`config.mk`:
```
export PLATFORM = sky130hd
export DESIGN_NAME = branch_resolve_stage
export DESIGN_NICKNAME = d
export VERILOG_FILES = /design/src/rtl/branch_resolve_stage.sv
export SDC_FILE = /design/constraint.sdc
export NUM_CORES = 1
export LEC_CHECK = 0
export ABC_CLOCK_PERIOD_IN_PS = 1600
export BUFFER_PORTS_ARGS = -buffer_cell sky130_fd_sc_hd__buf_2
export CAP_MARGIN = 10
export CORE_MARGIN = 3
export CORE_UTILIZATION = 47
export CTS_BUF_LIST = sky130_fd_sc_hd__clkbuf_2
export DETAILED_ROUTE_END_ITERATION = 7
export GPL_ROUTABILITY_DRIVEN = 0
export PLACE_DENSITY = 0.92
export SYNTH_ARGS = -nofsm -noshare
export SYNTH_HDL_FRONTEND = slang
export SYNTH_SLANG_ARGS = --single-unit
```
`constraint.sdc`:
```
create_clock -name clk_i -period 1.6 [get_ports clk_i]
set_input_delay 0.48 -clock clk_i [delete_from_list [all_inputs] [get_ports clk_i]]
set_output_delay 0.48 -clock clk_i [all_outputs]
set_load 0.03 [all_outputs]
```
`src/rtl/branch_resolve_stage.sv`:
```
// EX/MEM branch resolution stage for the pipelined MIPS core.
// Registers the ALU compare flags (as four per-type condition bits), the
// branch type and the target. Produces taken / pc_src and a one-shot flush
// request toward IF and the hazard unit.
// Optional build macro: BRANCH_STATS_EN adds saturating branch/taken counters.
module branch_resolve_stage #(
  parameter int unsigned ADDR_W = 32,
  parameter int unsigned CNT_W  = 16
) (
  input  logic              clk_i,
  input  logic              rst_i,
  input  logic              stall_i,
  input  logic              flush_i,
  input  logic              valid_i,
  input  logic              branch_i,
  input  logic [1:0]        br_type_i,
  input  logic              zero_i,
  input  logic              sign_i,
  input  logic              ovf_i,
  input  logic [ADDR_W-1:0] target_i,
  output logic              valid_o,
  output logic [3:0]        cond_o,
  output logic [1:0]        select_o,
  output logic              taken_o,
  output logic [ADDR_W-1:0] target_o,
  output logic              pc_src_o,
  output logic              flush_req_o
`ifdef BRANCH_STATS_EN
  ,
  output logic [CNT_W-1:0]  br_cnt_o,
  output logic [CNT_W-1:0]  taken_cnt_o
`endif
);

  logic              valid_q;
  logic              branch_q;
  logic [3:0]        cond_q;
  logic [1:0]        select_q;
  logic [ADDR_W-1:0] target_q;
  logic              req_done;
  logic              lt;
  logic [3:0]        cond_d;

  // A zero-width counter configuration is meaningless.
  if (CNT_W == 0) begin : g_bad_cnt_w
    $error("CNT_W must be nonzero");
  end

  // Signed less-than from rs-rt flags, expanded to {bne,bgt,bge,beq}.
  always_comb begin
    lt     = sign_i ^ ovf_i;
    cond_d = '0;
    cond_d[0] = zero_i;
    cond_d[1] = ~lt;
    cond_d[2] = ~lt & ~zero_i;
    cond_d[3] = ~zero_i;
  end

  // Stage register: flush beats stall beats load.
  always_ff @(posedge clk_i or posedge rst_i) begin
    if (rst_i) begin
      valid_q  <= 1'b0;
      branch_q <= 1'b0;
      cond_q   <= '0;
      select_q <= '0;
      target_q <= '0;
    end else if (flush_i) begin
      valid_q  <= 1'b0;
      branch_q <= 1'b0;
      cond_q   <= '0;
      select_q <= '0;
      target_q <= '0;
    end else if (!stall_i) begin
      valid_q  <= valid_i;
      branch_q <= branch_i;
      cond_q   <= cond_d;
      select_q <= br_type_i;
      target_q <= target_i;
    end
  end

  // Remember that the flush request was already issued while the branch is
  // held by a stall, so a multi-cycle stall yields a single request.
  always_ff @(posedge clk_i or posedge rst_i) begin
    if (rst_i) begin
      req_done <= 1'b0;
    end else if (flush_i) begin
      req_done <= 1'b0;
    end else if (stall_i) begin
      if (flush_req_o) begin
        req_done <= 1'b1;
      end
    end else begin
      req_done <= 1'b0;
    end
  end

  // Resolution outputs derived from the registered occupant.
  always_comb begin
    valid_o     = valid_q;
    cond_o      = cond_q;
    select_o    = select_q;
    target_o    = target_q;
    taken_o     = valid_q & branch_q & cond_q[select_q];
    pc_src_o    = taken_o;
    flush_req_o = taken_o & ~req_done;
  end

`ifdef BRANCH_STATS_EN
  // Count branches as they retire from the stage; squashed ones are skipped.
  always_ff @(posedge clk_i or posedge rst_i) begin
    if (rst_i) begin
      br_cnt_o    <= '0;
      taken_cnt_o <= '0;
    end else if (valid_q && branch_q && !stall_i && !flush_i) begin
      if (br_cnt_o != '1) begin
        br_cnt_o <= br_cnt_o + CNT_W'(1);
      end
      if (taken_o && (taken_cnt_o != '1)) begin
        taken_cnt_o <= taken_cnt_o + CNT_W'(1);
      end
    end
  end
`endif

endmodule
```
Yosys cells after proc, flatten, opt, wreduce, memory -nomap -nowiden
Cells that the tools add are included.
- muxes and demuxes: 15
- magnitude comparators: 1
- equality and inequality tests: 2
- bitwise operators: 8
- operators with widths (cell ; number):
    $mux W32 ; 2
    $mux W1 ; 8
    $mux W4 ; 2
    $and A1 B1 Y1 ; 4
    $mux W2 ; 2
    $lt A2 B3 Y1 const B ; 1
    $ne A3 B1 Y1 const B ; 1
    $not A1 Y1 ; 3
    $bmux W1 S2 ; 1
    $ne A2 B1 Y1 const B ; 1
    $xor A1 B1 Y1 ; 1
- output and inout port bits: 42
- flip-flop bits (word level): 41
- word-level logic and storage cells: 32
- input port bits: 43

Longest topological paths before layout
- depth in word-level cells: 7
- mapped depth: 4
- gate-level depth less buffers: 3

Worst setup path before layout
Ideal clock, no wire load.
- path kind: register -> output
- start point: reg select_q[0] (netlist: select_o[0])
- end point: out flush_req_o
- buffers on the path: 0
- cell stages (with the launch flop): 4
- arrival: 1.462 ns
- slack: -0.342 ns
- required time: 1.120 ns
- cells stage by stage: dfrtp_1 -> mux2i_1 -> o22ai_2 -> and2b_1
- cells in the longest elaborated chain, start to end: 4
- ends and longest elaborated chain (what ; line ; source):
    start: declaration ; 38 ; logic [1:0] select_q;
    start signal: assignment ; 77 ; select_q <= br_type_i;
    $bmux W1 S2 ; 104 ; taken_o = valid_q & branch_q & cond_q[select_q];
    $mux W1 (implied by the code) ; 104 ;
    $and A1 B1 Y1 ; 104 ;
    via pc_src_o ; 26 ; output logic pc_src_o,
    $and A1 B1 Y1 ; 106 ; flush_req_o = taken_o & ~req_done;
    end: declaration ; 27 ; output logic flush_req_o
The timed path passes the listed nets, and every way through them passes these cells. The select of a mux whose other input is x is not followed.

Final worst setup path
- start point: reg select_q[0] (netlist: select_o[0])
- end point: out flush_req_o
- cells in the longest elaborated chain, start to end: 4
- ends and longest elaborated chain (what ; line):
    $bmux W1 S2 ; 104
    $mux W1 (implied by the code) ; 104
    $and A1 B1 Y1 ; 104
    $and A1 B1 Y1 ; 106
No other way between the ends. The select of a mux whose other input is x is not followed.

==> results by stage <==
Timing:
- In the finished design, the share of the clock period the worst path needs comes to 1.27.
- The total count of max-transition violations in the final report is 0.
- The count of final hold-check violations is 0.
- Counting I/O delays and the setup requirement, the final critical path takes just over 2000 ps.
- Setup violations remaining at the end of the flow were counted as 4.
- Setup repair after global routing could not meet its margin everywhere.
- The post-route worst setup slack is -429 ps.
- The setup skew after layout is 11.5 ps.
- For the pin with the worst max-slew slack, the measured transition is 482 ps.
- The worst slew margin relative to its limit is 0.678.
- Summed over all failing endpoints, the final setup total negative slack is -1340 ps.
- Based on the critical path, the design can be clocked at up to 493 MHz.

Drt:
- The first routing iteration left between 60 and 70 violations.
- The first TritonRoute pass finished after 4 iterations.
- In this run the remaining antenna-violating nets after routing total 0.
- Wires add up to ~3800 µm.
- The detail-routed net length per standard cell is 13.6 µm.
- After detailed routing, the number of vias per cell comes to 4.89.
- The total DRC errors in the routed layout is 0.
- The detailed-route via count is 1360.

Die:
- The floorplan step defined a core boundary enclosing approximately 3400 µm².
- After floorplanning, the core was divided into 21 placement rows.
- The initial utilization of the core area, before any placement, comes to 0.502.
- The die covers 4440 µm².
- 85 I/O pins were placed.
- The height of the die is 66.6 µm.
- The die outline width is 66.6 µm.

CTS:
- The number of buffers created by CTS is 5.
- The CTS H-tree depth is 2.
- The clock sink count is 41.
- The worst-case clock buffer depth is 2.
- The cell at the root of the clock tree is clkbuf_2.
- Hold repair after CTS inserted 0 buffers.
- TritonCTS built the clock tree.
- The clock-pin slew on the worst setup and hold paths is 190 ps.
- The clock reaches the later pin of the worst-skew pair after 370 ps.

Cells and area:
- Leaving out fill and tap cells, the most frequent cell in the layout is buf_2.
- The finished layout holds about 280 standard cells, fillers aside.
- From synthesis to final layout, the design area changed by 35.3%.
- The post-route cell area is approximately 2300 µm².
- In the final layout, the share of cells above drive strength 1 is 0.478.
- In the layout the commonest cells are buf_2 (80), nor2_1 (41), mux2i_1 (38).
- The net count of the finished layout is 274.
- The count of antenna diodes in the layout is 0.

Run:
- The max-cap check violation count is 0.

Global route:
- The total routing usage reported by global routing is 0.181.
- Entering global routing, the biggest net connects between 40 and 50 pins.
- The total global routing overflow is 0.
- The number of global-route vias before repair is 1309.
- The layer flagged by global routing as most heavily used is met2.
- For met2 alone, demand over resource in global routing was 0.303.
- The met1 track utilization from global routing is 0.217.
- For met3 alone, demand over resource in global routing was 0.0455.
- The first-pass GRT wire length is 5990 µm.
- The number of antenna violations at the first check in global routing was 0.

Power and ir drop:
- For this design the static power due to leakage is 1.35 nW.
- The maximum vdd drop is ~0.48 mV.
- The completed layout was analyzed and its total power is ~0.002 W.
- Dividing total power by cell area gives a power density of 852 nW/µm².

Yosys:
- Counting every net in the synthesized netlist gives ~190.
- The total of warnings raised by yosys is 0.
- The mapped cell area is 1730 µm².
- The instance count of the mapped netlist is roughly 140.
- The number of distinct library cell variants in the gate-level netlist after synthesis is 16.
- The post-synthesis average cell area is 12.1 µm².
- The synthesized design contains 41 register bits.
- The share of the Yosys chip area taken by registers is 0.594.

Setup path:
- The endpoint arrival time on the critical path is 1550 ps.
- Data on the critical path is required at its endpoint by 1120 ps.
- STA classifies the critical path endpoint as an output port.
- The highest fanout seen on the critical path is 3.
- The register-to-register path setup slack is approximately 340 ps.
- The startpoint class of the critical path is a flop.
- The worst setup path category is reg -> out.

Outcome:
- The flow ran to the end, but the final reports show violations.
- The final reports fail on setup timing.

Worst hold path:
- The min-delay analysis places its worst path in the category in -> async.

Placement:
- The placed instances occupy a cell area of 2230 µm².
- In this run the tool buffered the top-level ports with 84 buffer cells.
- Detailed placement finished with a half-perimeter wire length of ~2800 µm.
- Prior to clock tree synthesis, the placed netlist has a worst setup slack of -39.3 ps.
- After detailed placement, the design holds a cell count of 268.
-- final timing paths --
kind | startpoint | cells after the start | endpoint
worst max-delay path | select_o[0]$_DFFE_PP0N_ | 4 | flush_req_o
worst min-delay path | rst_i | 2 | select_o[0]$_DFFE_PP0N_
worst max register to register | select_o[0]$_DFFE_PP0N_ | 4 | req_done$_DFFE_PP0P_
worst min register to register | target_o[27]$_DFFE_PP0N_ | 2 | target_o[27]$_DFFE_PP0N_
max in group asynchronous | rst_i | 3 | cond_o[3]$_DFFE_PP0N_
min in group clk_i | flush_i | 2 | select_o[0]$_DFFE_PP0N_
-- per-stage QoR --
stage	util	hold slack, ps
final	0.679	78.9
after detailed placement	0.648	511
after floorplan	-	489
after CTS	0.671	78.1
after global routing	0.679	71.3
after global placement	0.648	500
-- layer usage --
metal  share of wire  wire length (µm)
met2            0.51              1940
met4           0.020                77
met5               0                 0
met1            0.40              1510
met3           0.068               257
-- area by class of cell --
class | count | area (µm²)
Multi-Input combinational cell | 89 | 652
Timing Repair Buffer | 92 | 547
Clock buffer | 8 | 40.0
Sequential cell | 41 | 1030
Inverter | 2 | 7.51
Fill cell | 276 | 1100
Tap cell | 46 | 57.6
-- worst max-delay path: stages (launching register included) --
cell and delay (ps):
dfrtp_2 480, mux2i_4 270, o22ai_4 90, and2b_2 200, buf_6 130
-- Yosys cell counts, drive strengths merged --
cell type / count / area (µm²)
dfrtp: 41 / 1030
nor2: 41 / 154
mux2i: 40 / 400
buf: 7 / 61.3
clkbuf: 4 / 15.0
inv: 2 / 7.51
a21oi: 1 / 5.00
a22oi: 1 / 7.51
and2b: 1 / 7.51
nand3: 1 / 5.00
nand3b: 1 / 7.51
o211a: 1 / 10.0
o22ai: 1 / 12.5
xnor2: 1 / 8.76
-- cells by family after synthesis --
group                     share of synthesized area
AOI/OAI and AO/OA                            0.0203
DFF                                           0.594
xor gates and xnor gates                    0.00507
muxes                                         0.232
buffers and inverters                        0.0485
and+or+nand+nor                               0.101
-- power breakdown --
| group | internal, W | leakage (nW) | switching [W] |
|---|---|---|---|
| combinational | 0.000167 | 0.783 | 0.000258 |
| sequential | 0.00109 | 0.535 | 0.0000382 |
| clock | 0.000129 | 0.0332 | 0.000305 |
| total | 0.00139 | 1.35 | 0.000601 |
-- state kept, by name (all words and copies together) (netlist names) --
name / cells
target_o: 32
cond_o: 4
branch_q: 1
req_done: 1
valid_o: 1
select_o: 2
-- what timing repair did --
action                                  in CTS  in global routing
setup buffers                                1                  1
resized for setup                           10                  3
pin swaps                                    1                  0
endpoints found under the setup margin       3                  4
Power figures use the tool's default switching activity.
